**src/rtl/cv32e40p_pkg.sv**
```systemverilog
// Shared types for the EX->WB stage.
//   ex_wb_entry_t : payload carried from EX to the register-file write port
//   EXWB_DEPTH    : number of buffered writeback entries (main + skid)
package cv32e40p_pkg;

  localparam int unsigned EXWB_DATA_W  = 32;
  localparam int unsigned EXWB_RADDR_W = 5;
  localparam int unsigned EXWB_DEPTH   = 2;

  typedef struct packed {
    logic [EXWB_RADDR_W-1:0] rd_addr;
    logic [EXWB_DATA_W-1:0]  data;
  } ex_wb_entry_t;

endpackage

```
**src/rtl/cv32e40p_skid_buf.sv**
```systemverilog
// Two-entry valid/ready skid buffer with synchronous flush.
// Ports:
//   clk, rst             clock, asynchronous active-high reset
//   flush                drop both entries and any incoming entry at the next edge
//   in_valid/in_ready    upstream handshake; in_ready = ~skid_valid (no combinational path
//                        from out_ready)
//   in_data              upstream payload
//   out_valid/out_ready  downstream handshake, head of the buffer
//   out_data             head payload, held stable while out_valid & ~out_ready
module cv32e40p_skid_buf #(
  parameter type entry_t = logic [7:0]
) (
  input  logic   clk,
  input  logic   rst,
  input  logic   flush,
  input  logic   in_valid,
  output logic   in_ready,
  input  entry_t in_data,
  output logic   out_valid,
  input  logic   out_ready,
  output entry_t out_data
);

  logic   main_valid_q, main_valid_d;
  logic   skid_valid_q, skid_valid_d;
  entry_t main_q, main_d;
  entry_t skid_q, skid_d;
  logic   enq, deq;

  assign in_ready  = ~skid_valid_q;
  assign out_valid = main_valid_q;
  assign out_data  = main_q;
  assign enq       = in_valid & in_ready;
  assign deq       = main_valid_q & out_ready;

  always_comb begin
    main_valid_d = main_valid_q;
    skid_valid_d = skid_valid_q;
    main_d       = main_q;
    skid_d       = skid_q;
    if (flush) begin
      main_valid_d = 1'b0;
      skid_valid_d = 1'b0;
    end else begin
      unique case ({main_valid_q, skid_valid_q})
        2'b00: begin
          if (enq) begin
            main_valid_d = 1'b1;
            main_d       = in_data;
          end
        end
        2'b10: begin
          if (enq && deq) begin
            main_d = in_data;
          end else if (enq) begin
            // Head is stalled: park the newcomer behind it.
            skid_valid_d = 1'b1;
            skid_d       = in_data;
          end else if (deq) begin
            main_valid_d = 1'b0;
          end
        end
        2'b11: begin
          if (deq) begin
            main_d       = skid_q;
            skid_valid_d = 1'b0;
          end
        end
        default: begin
          // Skid without main is unreachable; recover to empty.
          main_valid_d = 1'b0;
          skid_valid_d = 1'b0;
        end
      endcase
    end
  end

  always_ff @(posedge clk or posedge rst) begin
    if (rst) begin
      main_valid_q <= 1'b0;
      skid_valid_q <= 1'b0;
      main_q       <= '0;
      skid_q       <= '0;
    end else begin
      main_valid_q <= main_valid_d;
      skid_valid_q <= skid_valid_d;
      main_q       <= main_d;
      skid_q       <= skid_d;
    end
  end

endmodule

```
**src/rtl/cv32e40p_ex_wb_stage.sv**
```systemverilog
// EX->WB stage: captures ALU results, resolves conditional branches from the ALU comparison
// bit and forwards register-writing results to WB through a 2-entry skid buffer.
// Ports:
//   clk, rst                     clock, asynchronous active-high reset
//   ex_valid_i / ex_ready_o      EX handshake (ex_ready_o = ~skid occupied)
//   ex_is_branch_i, ex_branch_tgt_i, ex_rd_addr_i, ex_rd_we_i   instruction attributes
//   alu_result_i, alu_cmp_i      ALU outputs
//   flush_i                      drop buffered/incoming entries and any redirect
//   wb_valid_o / wb_ready_i      WB handshake; wb_rd_addr_o, wb_data_o head entry
//   branch_taken_o, branch_tgt_o registered one-cycle redirect and its target
module cv32e40p_ex_wb_stage
  import cv32e40p_pkg::*;
#(
  parameter int unsigned DATA_W  = EXWB_DATA_W,
  parameter int unsigned RADDR_W = EXWB_RADDR_W
) (
  input  logic               clk,
  input  logic               rst,
  input  logic               ex_valid_i,
  output logic               ex_ready_o,
  input  logic               ex_is_branch_i,
  input  logic [DATA_W-1:0]  ex_branch_tgt_i,
  input  logic [RADDR_W-1:0] ex_rd_addr_i,
  input  logic               ex_rd_we_i,
  input  logic [DATA_W-1:0]  alu_result_i,
  input  logic               alu_cmp_i,
  input  logic               flush_i,
  output logic               wb_valid_o,
  input  logic               wb_ready_i,
  output logic [RADDR_W-1:0] wb_rd_addr_o,
  output logic [DATA_W-1:0]  wb_data_o,
  output logic               branch_taken_o,
  output logic [DATA_W-1:0]  branch_tgt_o
);

  logic               kill_shadow_q;
  logic               branch_taken_q;
  logic [DATA_W-1:0]  branch_tgt_q;
  logic               accept, taken, enq_valid, buf_in_ready;
  ex_wb_entry_t       enq_entry, head_entry;

  // kill_shadow still lets EX hand over (ready stays high) but the transfer is discarded.
  assign accept    = ex_valid_i & ex_ready_o & ~flush_i & ~kill_shadow_q;
  assign taken     = accept & ex_is_branch_i & alu_cmp_i;
  assign enq_valid = accept & ~ex_is_branch_i & ex_rd_we_i & (ex_rd_addr_i != '0);

  assign enq_entry.rd_addr = ex_rd_addr_i;
  assign enq_entry.data    = alu_result_i;

  cv32e40p_skid_buf #(
    .entry_t (ex_wb_entry_t)
  ) u_skid_buf (
    .clk       (clk),
    .rst       (rst),
    .flush     (flush_i),
    .in_valid  (enq_valid),
    .in_ready  (buf_in_ready),
    .in_data   (enq_entry),
    .out_valid (wb_valid_o),
    .out_ready (wb_ready_i),
    .out_data  (head_entry)
  );

  assign ex_ready_o   = buf_in_ready;
  assign wb_rd_addr_o = head_entry.rd_addr;
  assign wb_data_o    = head_entry.data;

  // flush_i already gates accept, so it also suppresses the redirect and shadow.
  always_ff @(posedge clk or posedge rst) begin
    if (rst) begin
      branch_taken_q <= 1'b0;
      branch_tgt_q   <= '0;
      kill_shadow_q  <= 1'b0;
    end else begin
      branch_taken_q <= taken;
      kill_shadow_q  <= taken;
      if (taken) begin
        branch_tgt_q <= ex_branch_tgt_i;
      end
    end
  end

  assign branch_taken_o = branch_taken_q;
  assign branch_tgt_o   = branch_tgt_q;

endmodule

```
**config.mk**
```make
export PLATFORM = sky130hd
export DESIGN_NAME = cv32e40p_ex_wb_stage
export DESIGN_NICKNAME = d
export VERILOG_FILES = /design/src/rtl/cv32e40p_pkg.sv /design/src/rtl/cv32e40p_skid_buf.sv /design/src/rtl/cv32e40p_ex_wb_stage.sv
export SDC_FILE = /design/constraint.sdc
export NUM_CORES = 1
export LEC_CHECK = 0
export BUFFER_PORTS_ARGS = -buffer_cell sky130_fd_sc_hd__buf_2
export CORE_ASPECT_RATIO = 0.7
export CORE_MARGIN = 3
export CORE_UTILIZATION = 30
export DETAILED_ROUTE_END_ITERATION = 7
export GPL_ROUTABILITY_DRIVEN = 1
export SYNTH_ARGS = -nofsm -noshare
export SYNTH_HDL_FRONTEND = slang
export SYNTH_SLANG_ARGS = --single-unit
```
**constraint.sdc**
```tcl
create_clock -name clk -period 4.49 [get_ports clk]
set_clock_uncertainty 0.05 [all_clocks]
set_input_delay 0.898 -clock clk [delete_from_list [all_inputs] [get_ports clk]]
set_output_delay 0.898 -clock clk [all_outputs]
set_load 0.02 [all_outputs]
```
==> impl_results.md, run 1 <==
- Cell taking the most area after synthesis: dfrtp_1
- Worst EP required: 4670 ps
- Initial Util: 0.314
- Worst setup path class: in -> reg
- Critical Path Sink Type: flip-flop
- Sw frac: 0.295
- Die span in y: between 100 and 150 um
- Worst reg2reg setup slack: around 2100 ps
- Clk sinks: roughly 110
- DIE AREA: 0.0172 mm^2
- DRT Pass-1 Iters: 3
- Sequential-to-total area share from yosys stat: 0.580
- Main synth FF type: dfrtp_1
- IO Count: 149
- Internal power: 0.00187 W
- Mean Syn Cell Area: 16.7 um^2
- Worst-path maximum fanout: 18
- Net switching power: between 0.0007 and 0.0008 W
- N_diodes: 0
- Max-cap violations: 0
- Syn nets: 359
- # rows: 37
- Remaining antenna violation count: 0
- Reg clk slew, reported paths: 70 ps
- Outcome: completed
- CTS Buf Count: 9
- CTS Root Cell: clkbuf_16
- Flops & latches, synth: 109
- CTS resizes: 0
- Worst-margin pin slew: 1020 ps
- Vias in the first global route: between 3000 and 4000
- RSZ-0062 raised after global routing: no
- Tmin final: 2980 ps
- Gpl congestion: between 0.7 and 0.8
- Count of final hold-check violations: 0
- Register share of total power: 0.463
- Hold Crit Class: reg -> reg
- Layout net count: 509
- Layout area overhead: 25.8%
- First-pass GRT wire length: about 17000 um
- Final wirelength: 10200 um
- Most common cell in the netlist: mux2_2
- Clk_lat worst skew: 350 ps
- Drt wl/cell: 16.1 um
- Filler Cell Count: 1445
- Layout cell share with drive strength beyond 1: 0.732
- Combinational share of power: 0.234
- Reg2reg end: u_skid_buf.out_data[12]
- PortBufs: 148
- Hold Path Depth: 1
- Post-Syn Instances: 282
- Worst reg2reg path startpoint: u_skid_buf.skid_valid_q
- Post-CTS Setup Bufs: 0
- WHS Endpoint: u_skid_buf.skid_q[22]
- Top cells by count, synth: 113 x mux2_2, 109 x dfrtp_1, 30 x mux2_4, 5 x clkbuf_1, 4 x inv_1
- DIE WIDTH: 156 um
- H-tree depth: 3
- Worst Setup Start Kind: input port
- Slew HR: 0.323
- Clock Path Buffers: 2
- F_max: 335 MHz
- Leakage power: between 3 and 4 nW
- Setup Viol. Count Final: 0
- Post-synth EDFFs: 0
- Max-slew violation count: 0
- Vias/cell: around 4.5
- Critical Path AT: about 3200 ps
- Setup TNS Final: 0 ps
- Top cell type's share of synthesized area: 0.580
- All-Layer GR Usage: 0.123
- Total gr overflow: 0
- Clock network power share: 0.302
- Final Util: 0.394
- Number of distinct library cells after synthesis: 19
- CTS tree: done
- Total power divided by cell area: 447 mW/mm^2
- Pin count of the biggest net entering global routing: 82
- Async SR Flop Fraction: 1.00
- Initial antenna violation count: 3
- Hpwl dp: 7220 um
- Final Cycle Share: 0.664
- R2R depth: 5
- Initial DRC count: about 130
- Yosys warns: 0
- Area contributors post-synth: dfrtp_1 58%, mux2_2 27%, mux2_4 9.6%, buf_12 1.3%, o2111ai_4 0.56%
- Via count: 2846
- Hold path start: u_skid_buf.skid_q[22]
- Netlist Area Pre-Place: roughly 0.0047 mm^2
- VDD IR max: between 150 and 200 uV
- Core ar.: 0.0150 mm^2
- DRC viols: 0
- CTS Hold Bufs: 0
==> how the worst max path moves through the flow <==
stage | startpoint | to | slack, ps | cells after the start
2_1_floorplan | rst | branch_taken_o | 670 | 1
3_3_place_gp | ex_rd_addr_i[2] | u_skid_buf.out_data[31] | 1140 | 6
3_5_place_dp | ex_rd_addr_i[2] | u_skid_buf.out_data[31] | 1100 | 6
4_1_cts | ex_rd_addr_i[2] | u_skid_buf.out_data[31] | 1480 | 6
5_1_grt | ex_rd_addr_i[2] | u_skid_buf.out_data[31] | 1400 | 6
6_report | ex_rd_addr_i[2] | u_skid_buf.out_data[31] | 1510 | 6
==> metrics by stage <==
stage          cells  total power, W  cell area (um^2)  setup slack [ps]  hold slack [ps]
2_1_floorplan    282         0.00163              4700               668              427
3_3_place_gp     616         0.00186              5620              1140              435
3_5_place_dp     616         0.00187              5620              1100              440
4_1_cts          632         0.00270              5920              1480              459
5_1_grt          632         0.00281              5920              1400              469
6_report         632         0.00265              5920              1510              455
==> sequential cells by signal, indices dropped and copies added (netlist names) <==
| register | count |
|---|---|
| u_skid_buf.skid_valid_q | 1 |
| u_skid_buf.skid_q | 37 |
| branch_tgt_o | 32 |
| u_skid_buf.out_data | 37 |
| branch_taken_o | 1 |
| u_skid_buf.out_valid | 1 |
==> logic make-up (layout without fill, tap and decap cells) <==
kind of cell,count (synthesis),count (layout),share of synthesized area
flops,109,109,0.580
buf+inv,19,174,0.0303
compound gates,5,5,0.0114
simple gates,6,6,0.0120
mux,143,143,0.366
==> power groups by stage <==
stage / Sequential [W] / Combinational (W) / Clock [W]
floorplan: 0.00142 / 0.000215 / 0
global placement: 0.00124 / 0.000622 / 0
detailed placement: 0.00124 / 0.000633 / 0
CTS: 0.00123 / 0.000633 / 0.000838
global route: 0.00125 / 0.000668 / 0.000887
finish: 0.00123 / 0.000620 / 0.000800
==> worst max-delay path: stages <==
cell and delay [ps]:
buf_2 120, or4_4 550, o2111ai_4 270, a221o_2 520, buf_4 430, mux2_2 380
==> layout by cell type (no fill, tap or decap), types with 3 or more instances in the layout <==
master	instances
buf_2	148
mux2_2	113
dfrtp_1	109
mux2_4	30
clkbuf_16	9
buf_4	6
inv_1	3
==> per-layer routing <==
metal  GRT usage  routed length [um]
met4      0.0315                 131
met2       0.186                4520
met3      0.0706                1110
met1       0.151                4400
met5           0                  41
==> layout make-up <==
cell class	instances	area [um^2]	share of cell area
inverter	4	17.5	0.00296
clock buffer	10	229	0.0387
tap	195	244	0.0412
multi-input combinational	154	1840	0.311
timing repair buffer	154	786	0.133
sequential	109	2730	0.461
clock inverter	6	71.3	0.0121
Note: power is estimated with default switching activity, not from simulation.
==> run 2: changes to the inputs <==
==> constraint.sdc (replaced) <==
create_clock -name clk -period 2.48 [get_ports clk]
set_clock_uncertainty 0.05 [all_clocks]
set_input_delay 0.496 -clock clk [delete_from_list [all_inputs] [get_ports clk]]
set_output_delay 0.496 -clock clk [all_outputs]
set_load 0.02 [all_outputs]
==> run 2 against run 1 <==
  * Non-clock buffer count rose by 5
  * Hold slack got worse by 260 ps
  * Sequential power up 80%
  * First-iteration DRC count down 56%
  * Wire length about the same
  * Power increased by 83%
  * Critical path type is now reg -> reg
  * Largest cell class unchanged
  * Highest routed layer unchanged
==> impl_results.md, run 2 (synthesis gave the netlist of run 1 again) <==
- Outcome: completed
- VDD IR max: 388 uV
- Layout Cells excl Fill: roughly 640
- Delay-heaviest family, CP: compound AO/OA/AOI/OAI gates
- Filler Cell Count: 1413
- H-tree depth: 3
- CTS Hold Bufs: 0
- Overall Power: 0.00485 W
- DIE WIDTH: 156 um
- All-Layer GR Usage: 0.119
- Worst EP required: roughly 2700 ps
- DIE AREA: 0.0172 mm^2
- Final Util: 0.401
- Gpl congestion: 0.753
- Clk sinks: approximately 110
- Critical Path Sink Type: flip-flop
- # rows: 37
- First-pass GRT wire length: around 16000 um
- Most frequent cells in the layout: 148 x buf_2, 113 x mux2_2, 109 x dfrtp_1
- Clock Path Buffers: 2
- Final Cycle Share: 0.837
- PortBufs: 148
- Layout cell share with drive strength beyond 1: 0.734
- Reg clk slew, reported paths: 70 ps
- CTS Buf Count: 9
- Post-CTS Setup Bufs: 0
- Count of final hold-check violations: 0
- Drt wl/cell: roughly 16 um
- Initial antenna violation count: 2
- Vias/cell: about 4.5
- Critical Path AT: 2250 ps
- DRC viols: 0
- CTS tree: done
- Slowest cell on the critical path: dfrtp_1
- Fin area: 0.00602 mm^2
- Max-slew violation count: 0
- Setup TNS Final: 0 ps
- Commonest non-fill, non-tap cell in the layout: buf_2
- Worst-path maximum fanout: 29
- Hpwl dp: about 7400 um
- Worst-margin pin slew: 484 ps
- Max-cap violations: 0
- Worst Path Buf+Inv: 1
- Vias in the first global route: 3119
- Hold Crit Class: in -> async
- Final wirelength: 10200 um
- CP cell instances: nor4b_4 -> o2111ai_4 -> a221o_2 -> buf_12 -> mux2_4
- Remaining antenna violation count: 0
- Max stage delay on crit path: 440 ps
- DRT Pass-1 Iters: 4
- Leakage power: 3.04 nW
- Layout area overhead: 28.0%
- Layout net count: 514
- Total power divided by cell area: 805 mW/mm^2
- Pin count of the biggest net entering global routing: 71
- Core ar.: 0.0150 mm^2
- Via count: 2848
- CTS Root Cell: clkbuf_16
- Slew HR: 0.678
- N_diodes: 0
- Placed Area: 0.00572 mm^2
- Initial Util: 0.314
- Worst Setup Start Kind: flip-flop
- R2R depth: 5
- Clk_lat worst skew: approximately 340 ps
- IO Count: 149
- Tmin final: 2080 ps
- RSZ-0062 raised after global routing: no
- CTS resizes: 0
- WP depth: 5
- Worst setup path class: reg -> reg
- Total gr overflow: 0
- Setup Viol. Count Final: 0
- Initial DRC count: 56
- Placed insts: 621
- Die span in y: roughly 110 um
- F_max: between 400 and 500 MHz
==> run 2: final cells by class <==
| class | instances | area [um^2] | area share |
|---|---|---|---|
| Multi-Input combinational cell | 154 | 1840 | 0.306 |
| Clock buffer | 10 | 229 | 0.0380 |
| Sequential cell | 109 | 2730 | 0.453 |
| Tap cell | 195 | 244 | 0.0405 |
| Clock inverter | 4 | 75.1 | 0.0125 |
| Inverter | 4 | 18.8 | 0.00312 |
| Timing Repair Buffer | 159 | 886 | 0.147 |
==> run 2: path summary, 6_finish.rpt <==
| path | slack [ps] | end | start |
|---|---|---|---|
| worst max-delay path | 400 | u_skid_buf.out_data[8] | u_skid_buf.skid_valid_q |
| worst min-delay path | 200 | u_skid_buf.out_data[36] | rst |
| worst max register to register | 400 | u_skid_buf.out_data[8] | u_skid_buf.skid_valid_q |
| worst min register to register | 450 | branch_tgt_o[0] | branch_tgt_o[0] |
| max in group asynchronous | 1760 | u_skid_buf.skid_q[2] | rst |
| min in group clk | 330 | branch_tgt_o[19] | ex_branch_tgt_i[19] |
==> run 2: worst register-to-register path, stage by stage (launching register included) <==
cell       delay [ps]
dfrtp_1           440
nor4b_4           390
o2111ai_4         160
a221o_2           390
buf_12            200
mux2_4            330
==> run 2: metrics by stage <==
stage / hold slack [ps] / setup WS (ps)
final: 198 / 405
after global routing: 230 / 334
after CTS: 212 / 387
after detailed placement: 440 / 94.5
after global placement: 435 / 99.2
after floorplan: 427 / 277
==> run 2: layer usage <==
layer  share of wire  GRT usage  vias to the layer above  wire length (um)
met5          0.0026          0                        -                27
met4           0.011     0.0297                        4               114
met3            0.10     0.0585                       12              1030
met2            0.44      0.179                      107              4460
met1            0.45      0.155                     1406              4560
li1                -          -                     1319                 -
==> run 2: report_power, final <==
part           switching, W  internal (W)
registers          0.000154       0.00206
clock network      0.000624      0.000875
logic              0.000605      0.000530
==> run 3: changes to the inputs <==
--- a/config.mk
+++ b/config.mk
@@ -5,6 +5,7 @@
 export SDC_FILE = /design/constraint.sdc
 export NUM_CORES = 1
 export LEC_CHECK = 0
+export ABC_AREA = 1
 export BUFFER_PORTS_ARGS = -buffer_cell sky130_fd_sc_hd__buf_2
 export CORE_ASPECT_RATIO = 0.7
 export CORE_MARGIN = 3
==> constraint.sdc (replaced) <==
create_clock -name clk -period 2.1 [get_ports clk]
set_clock_uncertainty 0.05 [all_clocks]
set_input_delay 0.42 -clock clk [delete_from_list [all_inputs] [get_ports clk]]
set_output_delay 0.42 -clock clk [all_outputs]
set_load 0.02 [all_outputs]
==> run 3 against run 2 <==
  * Register-to-register slack barely moved
  * Wire length grew 15%
  * Flip-flop and latch count did not move
  * Final area about the same
  * Power rose by 19%
  * Fmax increased by 22%
  * Clock power is 24% higher
  * Synthesized area up 0.90%
  * Critical endpoint is now u_skid_buf.out_data[30]
==> impl_results.md, run 3 <==
- Outcome: completed
- Leakage power: 3.26 nW
- Critical Path AT: 1930 ps
- CTS tree: done
- Most common cell in the netlist: nand2_1
- PortBufs: 148
- Clock Path Buffers: 2
- Max-slew violation count: 0
- Most frequent cells in the layout: 180 x nand2_1, 148 x buf_2, 109 x dfrtp_1
- DRC viols: 0
- Combinational share of power: 0.222
- Clk_lat worst skew: 340 ps
- Initial DRC count: 171
- Die span in y: 111 um
- First-pass GRT wire length: 19600 um
- Via count: 3841
- DIE WIDTH: roughly 160 um
- Layout net count: 778
- H-tree depth: 3
- Top cells by count, synth: 181 x nand2_1, 109 x dfrtp_1, 87 x o21ai_0, 76 x inv_1, 38 x nand3_1
- Mean Syn Cell Area: 8.47 um^2
- Max stage delay on crit path: approximately 420 ps
- Worst reg2reg path startpoint: u_skid_buf.out_valid
- Post-Syn Instances: 560
- Drt wl/cell: 13.0 um
- Max-cap violations: 0
- Register share of total power: 0.456
- Number of distinct library cells after synthesis: 20
- Reg2reg end: u_skid_buf.out_data[30]
- Final wirelength: around 12000 um
- Clk sinks: 109
- Dpl ws: 230 ps
- Worst-margin pin slew: roughly 410 ps
- IO Count: 149
- CTS Buf Count: 9
- All-Layer GR Usage: 0.139
- Layout area overhead: 26.9%
- Placed Area: 0.00569 mm^2
- Slowest cell on the critical path: dfrtp_1
- Total power divided by cell area: 957 mW/mm^2
- Fin area: 0.00602 mm^2
- Remaining antenna violation count: 0
- N_diodes: 0
- Hold Crit Class: in -> async
- Setup TNS Final: 0 ps
- F_max: 587 MHz
- Yosys warns: 0
- CTS Root Cell: clkbuf_16
- Initial Util: 0.314
- Worst EP required: 2330 ps
- Initial antenna violation count: 0
- Core ar.: 0.0151 mm^2
- Sw frac: 0.310
- Gpl congestion: 0.781
- Commonest non-fill, non-tap cell in the layout: nand2_1
- Vias/cell: 4.26
- Critical Path Sink Type: flip-flop
- VDD IR max: about 460 uV
- Post-synth EDFFs: 0
- Worst Setup Start Kind: flip-flop
- Final Cycle Share: 0.811
- CP cell instances: nand2_2 -> nand2_2 -> nand2_2 -> buf_4 -> nand2_1 -> nand2_1
- Count of final hold-check violations: 0
- Worst reg2reg setup slack: 400 ps
- Setup Viol. Count Final: 0
- Reg clk slew, reported paths: ~70 ps
- Flops & latches, synth: 109
- Post-CTS Setup Bufs: 0
- Tmin final: 1700 ps
- Internal power: slightly below 0.004 W
- Cell taking the most area after synthesis: dfrtp_1
- Slew HR: 0.723
- Netlist Area Pre-Place: 0.00475 mm^2
- DRT Pass-1 Iters: 4
- RSZ-0062 raised after global routing: no
- Worst setup margin: 397 ps
- R2R depth: 6
- Main synth FF type: dfrtp_1
- Worst setup path class: reg -> reg
- Hpwl dp: 8630 um
- Top cell type's share of synthesized area: 0.575
- Worst-path maximum fanout: 22
- # rows: 37
- DIE AREA: 0.0174 mm^2
- Syn nets: 637
- Net switching power: 0.00179 W
- CTS Hold Bufs: 0
- Sequential-to-total area share from yosys stat: 0.575
- Clock network power share: 0.322
- Vias in the first global route: ~3800
- CTS resizes: 0
- Pin count of the biggest net entering global routing: 66
- Async SR Flop Fraction: 1.00
- Total gr overflow: 0
- Area contributors post-synth: dfrtp_1 57%, nand2_1 14%, o21ai_0 9.2%, inv_1 6.0%, nand3_1 4.0%
- Layout cell share with drive strength beyond 1: 0.269
- CP most frequent cell: nand2_2
## run 3: cell types whose count changed in the layout (fill, tap and decap cells not counted), sizes merged, moves of 2 or more
| cell | before | now |
|---|---|---|
| buf | 159 | 163 |
| clkinv | 0 | 2 |
| o21ai | 1 | 105 |
| mux2 | 143 | 0 |
| nor2 | 1 | 7 |
| inv | 3 | 76 |
| nand3 | 0 | 39 |
| nand2 | 2 | 185 |
## run 3: cell families (layout without fill, tap and decap cells)
family | count (synthesis) | after routing | share of synthesized area
buffers and inverters | 109 | 255 | 0.105
AO/OA/AOI/OAI | 109 | 109 | 0.116
AND/OR/NAND/NOR | 233 | 233 | 0.204
flip-flops | 109 | 109 | 0.575
## run 3: per-stage QoR
stage | cells | hold WS [ps] | util | power, W
4_1_cts | 901 | 13.8 | 0.399 | 0.00589
3_3_place_gp | 885 | 393 | 0.377 | 0.00395
3_5_place_dp | 885 | 390 | 0.377 | 0.00397
2_1_floorplan | 560 | 404 | - | 0.00342
5_1_grt | 901 | 27.2 | 0.399 | 0.00613
6_report | 901 | 15.9 | 0.399 | 0.00577
## run 3: how the worst max path moves through the flow
stage,from,to,slack [ps],cells after the start
2_1_floorplan,rst,branch_taken_o,310,1
3_3_place_gp,ex_rd_addr_i[1],u_skid_buf.out_data[15],270,9
3_5_place_dp,ex_rd_addr_i[1],u_skid_buf.out_data[30],230,9
4_1_cts,u_skid_buf.out_valid,u_skid_buf.out_data[30],390,6
5_1_grt,u_skid_buf.out_valid,u_skid_buf.out_data[18],210,6
6_report,u_skid_buf.out_valid,u_skid_buf.out_data[30],400,6
## run 3: final cells by class
class	instances	area (um^2)
fill	1581	9070
sequential	109	2730
multi-input combinational	342	1530
timing repair buffer	163	903
inverter	76	289
tap	195	244
clock buffer	10	239
clock inverter	6	93.8
## run 3: per-layer routing
layer  share of wire  routed length, um  up-vias  track usage
met5               0                  0        -            0
met4          0.0088                103        0       0.0332
met3           0.049                567        9       0.0316
met2            0.45               5270       78        0.214
met1            0.49               5730     1728        0.200
li1                -                  -     2026            -
## run 3: power by group through the flow
stage,Sequential (W),Clock [W],Combinational [W]
after floorplan,0.00305,0,0.000373
after global placement,0.00267,0,0.00128
after detailed placement,0.00266,0,0.00131
after CTS,0.00263,0.00195,0.00131
after global routing,0.00268,0.00203,0.00142
final,0.00263,0.00186,0.00128
## run 3: critical path, delay by kind of cell (launching register included)
kind / cells / cell delay (ps)
flops: 1 / 420
simple gates: 5 / 880
buf+inv: 1 / 260
